## src/rtl/ks_pkg.sv

```systemverilog
// Shared constants and helpers for the pipelined Kogge-Stone carry network.
package ks_pkg;

  localparam int unsigned KS_WIDTH = 16;

  function automatic int unsigned ks_levels(input int unsigned width);
    int unsigned l;
    l = 0;
    for (int unsigned i = 0; i < 32; i++) begin
      if ((32'd1 << i) < width) l = i + 1;
    end
    return l;
  endfunction

  // One PG register stage plus one register per prefix level.
  function automatic int unsigned ks_stages(input int unsigned width);
    return ks_levels(width) + 1;
  endfunction

  localparam int unsigned KS_LEVELS = ks_levels(KS_WIDTH);
  localparam int unsigned KS_STAGES = ks_stages(KS_WIDTH);

endpackage

```

## src/rtl/ks_black_cell.sv

```systemverilog
// Kogge-Stone prefix operator: combines (G,P) of a span with the span below it.
module ks_black_cell (
  input  logic gi,
  input  logic pi,
  input  logic gj,
  input  logic pj,
  output logic go,
  output logic po
);

  assign go = gi | (pi & gj);
  assign po = pi & pj;

endmodule

```

## src/rtl/ks_carry_pipe.sv

```systemverilog
// Pipelined Kogge-Stone carry network with per-stage valid/ready flow control.
module ks_carry_pipe
  import ks_pkg::*;
#(
  parameter int unsigned WIDTH = KS_WIDTH
) (
  input  logic             clk,
  input  logic             rst,
  input  logic             in_valid,
  output logic             in_ready,
  input  logic [WIDTH-1:0] a,
  input  logic [WIDTH-1:0] b,
  input  logic             cin,
  output logic             out_valid,
  input  logic             out_ready,
  output logic [WIDTH-1:0] out_p,
  output logic [WIDTH-1:0] out_c,
  output logic             out_cout
);

  localparam int unsigned LEVELS  = ks_levels(WIDTH);
  localparam int unsigned NSTAGES = ks_stages(WIDTH);

  logic [NSTAGES-1:0] v_q, v_d;
  logic [NSTAGES-1:0] ready;
  logic [NSTAGES-1:0] ci_q, ci_d;
  logic [WIDTH-1:0]   g_q  [NSTAGES];
  logic [WIDTH-1:0]   g_d  [NSTAGES];
  logic [WIDTH-1:0]   pp_q [NSTAGES];
  logic [WIDTH-1:0]   pp_d [NSTAGES];
  logic [WIDTH-1:0]   p_q  [NSTAGES];
  logic [WIDTH-1:0]   p_d  [NSTAGES];
  logic [WIDTH-1:0]   lvl_g [1:LEVELS];
  logic [WIDTH-1:0]   lvl_p [1:LEVELS];
  logic [WIDTH-1:0]   pg_g, pg_p;
  logic               ks_unused;

  always_comb begin
    pg_p    = a ^ b;
    pg_g    = a & b;
    pg_g[0] = (a[0] & b[0]) | (pg_p[0] & cin);
  end

  for (genvar l = 1; l <= LEVELS; l++) begin : g_lvl
    localparam int D = 2 ** (l - 1);
    for (genvar i = 0; i < WIDTH; i++) begin : g_bit
      if (i >= D) begin : g_cell
        ks_black_cell u_cell (
          .gi (g_q[l-1][i]),
          .pi (pp_q[l-1][i]),
          .gj (g_q[l-1][i-D]),
          .pj (pp_q[l-1][i-D]),
          .go (lvl_g[l][i]),
          .po (lvl_p[l][i])
        );
      end else begin : g_pass
        assign lvl_g[l][i] = g_q[l-1][i];
        assign lvl_p[l][i] = pp_q[l-1][i];
      end
    end
  end

  // Stage k may load if it is empty or its successor is loading this cycle.
  always_comb begin : ready_chain
    logic r;
    r     = out_ready;
    ready = '0;
    for (int unsigned k = 0; k < NSTAGES; k++) begin
      ready[NSTAGES-1-k] = !v_q[NSTAGES-1-k] || r;
      r                  = ready[NSTAGES-1-k];
    end
  end

  always_comb begin
    v_d  = v_q;
    ci_d = ci_q;
    g_d  = g_q;
    pp_d = pp_q;
    p_d  = p_q;
    if (ready[0]) v_d[0] = in_valid;
    if (ready[0] && in_valid) begin
      g_d[0]  = pg_g;
      pp_d[0] = pg_p;
      p_d[0]  = pg_p;
      ci_d[0] = cin;
    end
    for (int unsigned k = 1; k < NSTAGES; k++) begin
      if (ready[k]) v_d[k] = v_q[k-1];
      if (ready[k] && v_q[k-1]) begin
        g_d[k]  = lvl_g[k];
        pp_d[k] = lvl_p[k];
        p_d[k]  = p_q[k-1];
        ci_d[k] = ci_q[k-1];
      end
    end
  end

  always_ff @(posedge clk) begin
    if (rst) begin
      v_q  <= '0;
      ci_q <= '0;
      for (int unsigned k = 0; k < NSTAGES; k++) begin
        g_q[k]  <= '0;
        pp_q[k] <= '0;
        p_q[k]  <= '0;
      end
    end else begin
      v_q  <= v_d;
      ci_q <= ci_d;
      g_q  <= g_d;
      pp_q <= pp_d;
      p_q  <= p_d;
    end
  end

  assign in_ready  = ready[0];
  assign out_valid = v_q[NSTAGES-1];
  assign out_p     = p_q[NSTAGES-1];
  assign out_c     = {g_q[NSTAGES-1][WIDTH-2:0], ci_q[NSTAGES-1]};
  assign out_cout  = g_q[NSTAGES-1][WIDTH-1];
  assign ks_unused = ^pp_q[NSTAGES-1];

endmodule

```

## config.mk

```make
export PLATFORM = sky130hd
export DESIGN_NAME = ks_carry_pipe
export DESIGN_NICKNAME = d
export VERILOG_FILES = /design/src/rtl/ks_pkg.sv /design/src/rtl/ks_black_cell.sv /design/src/rtl/ks_carry_pipe.sv
export SDC_FILE = /design/constraint.sdc
export NUM_CORES = 1
export LEC_CHECK = 0
export BUFFER_PORTS_ARGS = -buffer_cell sky130_fd_sc_hd__buf_2
export CELL_PAD_IN_SITES_DETAIL_PLACEMENT = 1
export CELL_PAD_IN_SITES_GLOBAL_PLACEMENT = 1
export CORE_ASPECT_RATIO = 1.2
export CORE_MARGIN = 2
export CORE_UTILIZATION = 40
export DETAILED_ROUTE_END_ITERATION = 16
export GPL_TIMING_DRIVEN = 0
export PLACE_DENSITY = 0.79
export SLEW_MARGIN = 20
export SYNTH_ARGS = -nofsm -noshare
export SYNTH_HDL_FRONTEND = slang
export SYNTH_SLANG_ARGS = --single-unit
export TNS_END_PERCENT = 30
```

## constraint.sdc

```tcl
create_clock -name clk -period 2.05 [get_ports clk]
set_input_delay 0.1025 -clock clk [delete_from_list [all_inputs] [get_ports clk]]
set_output_delay 0.1025 -clock clk [all_outputs]
set_load 0.02 [all_outputs]
```

==> results.json, run 1 <==
{
  "yosysUniqueCellTypes": 27,
  "gp_congestion": 0.810,
  "fillers": 2507,
  "num_io_pins": 72,
  "grt_overflow": 0,
  "yosysWarnings": 0,
  "areaGrowthSynthToFinish_pct": 17.8,
  "path_max_fanout": 10,
  "synth_sequential_area_ratio": 0.474,
  "grt_pass1_vias": 7470,
  "crit_path_start": "v_q[2]",
  "portBuffers": 70,
  "worstHoldStart": "b[13]",
  "drc": 0,
  "cts.repair.resized": 0,
  "rsz0062_at_grt": "false",
  "die_h_um": 165,
  "synth-seq-cells": 204,
  "clock-sinks": 204,
  "drt_wl_total_um": 23900,
  "cts_tree": "done",
  "synth_area_per_cell_um2": 9.19,
  "synth_top_area_share": 0.474,
  "cp_data_arrival_time_ps": 2300,
  "required_ps": 2440,
  "routedWlPerCell_um": 18.0,
  "fin_nets": 1095,
  "insertion_delay_ps": 500,
  "setup_viol_count_final": 0,
  "power_density_nw_per_um2": 859,
  "first_iter_violations": 402,
  "worst_pin_slew_ps": 731,
  "fmax_ghz": 0.523,
  "syn_area_um2": 8620,
  "drv_cap": 0,
  "grt_usage": 0.215,
  "critical_path_class": "reg -> reg",
  "seq_area_um2": 4080,
  "r2r-start": "v_q[2]",
  "worst_setup_path_start_kind": "register",
  "place_area_um2": 9310,
  "num_rows": 58,
  "num_vias": 7115,
  "viasPerCell": 5.35,
  "dieArea_um2": 22700,
  "start_util": 0.409,
  "skew_ps": 8.68,
  "hold_viol_final": 0,
  "vdd_drop_max_uv": 515,
  "clkTransAtPathRegs_ps": 60,
  "post-route-util": 0.482,
  "fin_crit_sh": 0.933,
  "dpl.hpwl_um": 17700,
  "syn_nets": 991,
  "setup_tns_ps": 0,
  "fin_crit_ps": 1910,
  "cts_buffers": 22,
  "antenna_found_initial": 0,
  "drive_gt1_frac": 0.147,
  "cts_max_path_buffers": 3,
  "dr.pass1.iters": 4,
  "relSlewSlack": 0.512,
  "core_area_um2": 21000,
  "finalInstanceArea_um2": 10100,
  "route.antenna.remaining_nets": 0,
  "multi_input_area_um2": 3990,
  "p_leak_nw": 3.78,
  "slew_viol_final": 0,
  "synth_largest_area_cell": "dfxtp_1",
  "h-tree-depth": 1,
  "whs_ps": 6.56,
  "grt_max_degree": 14,
  "hold_path.class": "in -> reg",
  "end_kind": "register",
  "die_w_um": 138,
  "synthCells": 938,
  "grt_pass1_wl_um": 38600,
  "synthTopCellsByArea": "dfxtp_1 47%, a21oi_1 10%, mux2i_1 7.6%",
  "cts-root-buf": "clkbuf_16",
  "status": "finished clean"
}
## cell type report
| type | count | area share |
|---|---|---|
| well taps | 270 | 0.0333 |
| multi-input cells | 630 | 0.393 |
| clock inverters | 10 | 0.00986 |
| inverters | 4 | 0.00148 |
| clock buffers | 30 | 0.0632 |
| flip-flops and latches | 204 | 0.402 |
| diodes | 1 | 0.000247 |
| repair buffers | 80 | 0.0444 |
| plain buffers | 100 | 0.0519 |
## worst max-delay path, stage by stage, from the launching register on
cell and delay [ps]:
dfxtp_1 300, buf_2 180, nand4b_1 200, o21ai_1 420, buf_2 330, mux2_2 360
## cells in the final DEF (no fill, tap or decap), types with 2 or more instances in the layout
master and count:
a211oi_1 34, a21oi_1 174, buf_1 5, buf_12 3, buf_2 77, buf_4 19, buf_6 3, bufinv_16 2
clkbuf_1 66, clkbuf_16 23, clkbuf_8 4, clkinv_2 8, dfxtp_1 204, dlygate4sd3_1 10, ha_1 16, inv_1 4
mux2_2 15, mux2i_1 65, nand2b_1 98, nand3_1 66, nand3b_1 15, nand4_1 20, nor2_1 19, nor2b_1 16
o21ai_0 85
## power by group
| part | internal, mW | switching [mW] |
|---|---|---|
| combinational | 0.227 | 0.301 |
| sequential | 4.05 | 0.0869 |
| clock | 2.44 | 1.61 |
## sequential cells by signal, indices dropped and copies added (netlist names)
name      count
out_cout      1
out_p        16
ci_q          5
g_q          64
v_q           5
lvl_p         3
p_q          61
out_c        15
pp_q         34
## Yosys cell counts
library cell / n
a21boi_1: 1
and3b_1: 1
a211oi_1: 34
buf_6: 3
buf_1: 5
o21ai_0: 85
clkbuf_1: 63
inv_1: 4
buf_12: 3
and4b_1: 1
o21ai_1: 1
nand3b_1: 15
nand4_1: 20
dfxtp_1: 204
buf_4: 19
ha_1: 16
nor2_1: 19
nand4b_1: 1
nor2b_1: 16
or2_2: 1
nand3_1: 66
a21oi_1: 174
buf_2: 7
a31oi_4: 1
mux2_2: 15
mux2i_1: 65
nand2b_1: 98
## kinds of logic after synthesis
family                   synth area share
buffers and inverters              0.0629
AO/OA/AOI/OAI                       0.184
multiplexers                       0.0951
adder cells (fa/ha/maj)            0.0232
flip-flops                          0.474
AND/OR/NAND/NOR                     0.161
## metal layers
metal  track usage  up-vias  wire length (um)
li1              -     3529                 -
met2         0.385      150             11800
met4        0.0867        0               873
met3        0.0273       50               849
met1         0.257     3386             10400
met5             0        -                 0
## worst paths after layout
kind / to / slack (ps) / depth (start not counted)
setup / recovery: g_q[58] / 140 / 5
hold / removal: p_q[77] / 7 / 4
setup reg to reg: g_q[58] / 140 / 5
hold reg to reg: ci_q[4] / 470 / 2
## metrics by stage
stage | std cells | total power [mW] | setup slack (ps)
floorplan | 938 | 4.54 | 497
detailed placement | 1278 | 4.74 | 198
global placement | 1278 | 4.72 | 216
CTS | 1328 | 8.79 | 118
global route | 1328 | 9.02 | 36.4
finish | 1329 | 8.72 | 138
## timing repair
action / CTS / global route
endpoints found under the hold margin: 9 / 0
hold buffers: 10 / 0
setup buffers: 0 / 0
Power figures use the tool's default switching activity.
==> run 2, diff against run 1 <==
CORE_UTILIZATION = 46   (was 40)
PLACE_DENSITY = 0.87   (was 0.79)
==> run 2 against run 1 <==
Compared with the run above:
- clock power is 5.7% lower
- die area fell by 13%
- via count about the same
- hold slack better by 6.6 ps
- wire length grew 1.7%
- final cell count decreased by 4.5%
- sequential power is essentially flat
- fmax up 0.31%
- count of clock-buffer cells in the layout fell by 1
- sequential share of layout area is 0.77 points higher
- register-to-register slack better by 20 ps
==> results.json, run 2 (synthesis gave the netlist of run 1 again) <==
{
  "start_util": 0.472,
  "final_cell_mix": "204 x dfxtp_1, 174 x a21oi_1, 98 x nand2b_1",
  "drt_wl_total_um": 24300,
  "dieArea_um2": 19800,
  "fin_crit_sh": 0.930,
  "relSlewSlack": 0.552,
  "gp_congestion": 0.805,
  "drc": 0,
  "first_iter_violations": 297,
  "hold_viol_final": 0,
  "fmax_ghz": 0.525,
  "cts-root-buf": "clkbuf_16",
  "grt_max_degree": 14,
  "cts_buffers": 21,
  "dr.pass1.iters": 4,
  "critical_path_class": "reg -> out",
  "portBuffers": 70,
  "drive_gt1_frac": 0.144,
  "clock-sinks": 204,
  "grt_pass1_vias": 7687,
  "hold_path.class": "in -> reg",
  "drv_cap": 0,
  "clkTransAtPathRegs_ps": 60,
  "cts_tree": "done",
  "worst_pin_slew_ps": 673,
  "num_rows": 54,
  "setup_viol_count_final": 0,
  "grt_overflow": 0,
  "multi_input_area_um2": 3990,
  "largest_reg_flops": 64,
  "num_io_pins": 72,
  "final_common_cell": "dfxtp_1",
  "path_cells": "clkbuf_1 -> nand3_1 -> buf_2",
  "num_vias": 7117,
  "cp_data_arrival_time_ps": 1800,
  "cts.repair.resized": 0,
  "fin_cells": 1269,
  "core_area_um2": 18200,
  "max_stage_delay_ps": 440,
  "areaGrowthSynthToFinish_pct": 15.6,
  "end_kind": "primary output",
  "required_ps": 1950,
  "path_max_fanout": 10,
  "viasPerCell": 5.61,
  "reg_top3": "g_q (64), p_q (61), pp_q (34)",
  "p_leak_nw": 3.71,
  "route.antenna.remaining_nets": 0,
  "power_density_nw_per_um2": 852,
  "seq_area_um2": 4080,
  "fin_crit_ps": 1910,
  "grt_pass1_wl_um": 40400,
  "insertion_delay_ps": 490,
  "cts_max_path_buffers": 3,
  "setup_tns_ps": 0,
  "rsz0062_at_grt": "false",
  "worst_setup_path_start_kind": "register",
  "antenna_found_initial": 0,
  "die_h_um": 154,
  "die_w_um": 129,
  "h-tree-depth": 1,
  "fin_nets": 1087,
  "slew_viol_final": 0,
  "worst_path_max_delay_cell": "dfxtp_1",
  "postCtsSetupRepairBufs": 0,
  "post-place-cells": 1232,
  "vdd_drop_max_uv": 588,
  "diodes": 0,
  "routedWlPerCell_um": 19.1,
  "largest-register": "g_q",
  "fillers": 2160,
  "status": "finished clean",
  "grt_usage": 0.253,
  "dpl.hpwl_um": 18000,
  "skew_ps": 6.81
}
-- run 2: report_power, final --
group | total (mW) | switching [mW] | leakage [nW] | internal [mW]
logic | 0.523 | 0.304 | 1.72 | 0.219
clock network | 3.82 | 1.53 | 0.338 | 2.30
registers | 4.14 | 0.0894 | 1.65 | 4.05
-- run 2: final timing paths --
check	start	depth (start not counted)	to	slack [ps]
max	v_q[1]	3	in_ready	140
min	b[4]	4	p_q[68]	10
max reg2reg	v_q[2]	5	g_q[52]	160
min reg2reg	p_q[27]	2	out_p[11]	460
-- run 2: metrics by stage --
step	total power [mW]	util	cell area [um^2]	setup WS [ps]	hold slack [ps]
finish	8.49	0.546	9960	144	13.1
global route	8.75	0.546	9960	45.1	19.5
CTS	8.54	0.546	9960	132	3.82
detailed placement	4.74	0.507	9250	218	385
global placement	4.71	0.507	9250	251	385
floorplan	4.54	-	8620	497	258
-- run 2: per-layer routing --
metal,up-vias,share of wire,track usage
met5,-,0,0
met4,0,0.039,0.106
met3,56,0.036,0.0344
met2,145,0.52,0.461
met1,3405,0.41,0.294
li1,3511,-,-
-- run 2: what timing repair did --
item                                   CTS  global route
setup endpoints to repair                0             0
endpoints found under the hold margin    3             0
hold buffers                             3             0
-- run 2: layout make-up --
type,instances,share of cell area
sequential,204,0.410
tap,224,0.0281
multi-input combinational,630,0.401
inverter,4,0.00151
buffer,100,0.0529
clock buffer,29,0.0608
timing repair buffer,73,0.0382
clock inverter,5,0.00754
-- run 2: critical path: cells and delay by family (launching register included) --
family / cells / cell delay (ps)
flops: 1 / 440
buf+inv: 2 / 640
simple gates: 1 / 240
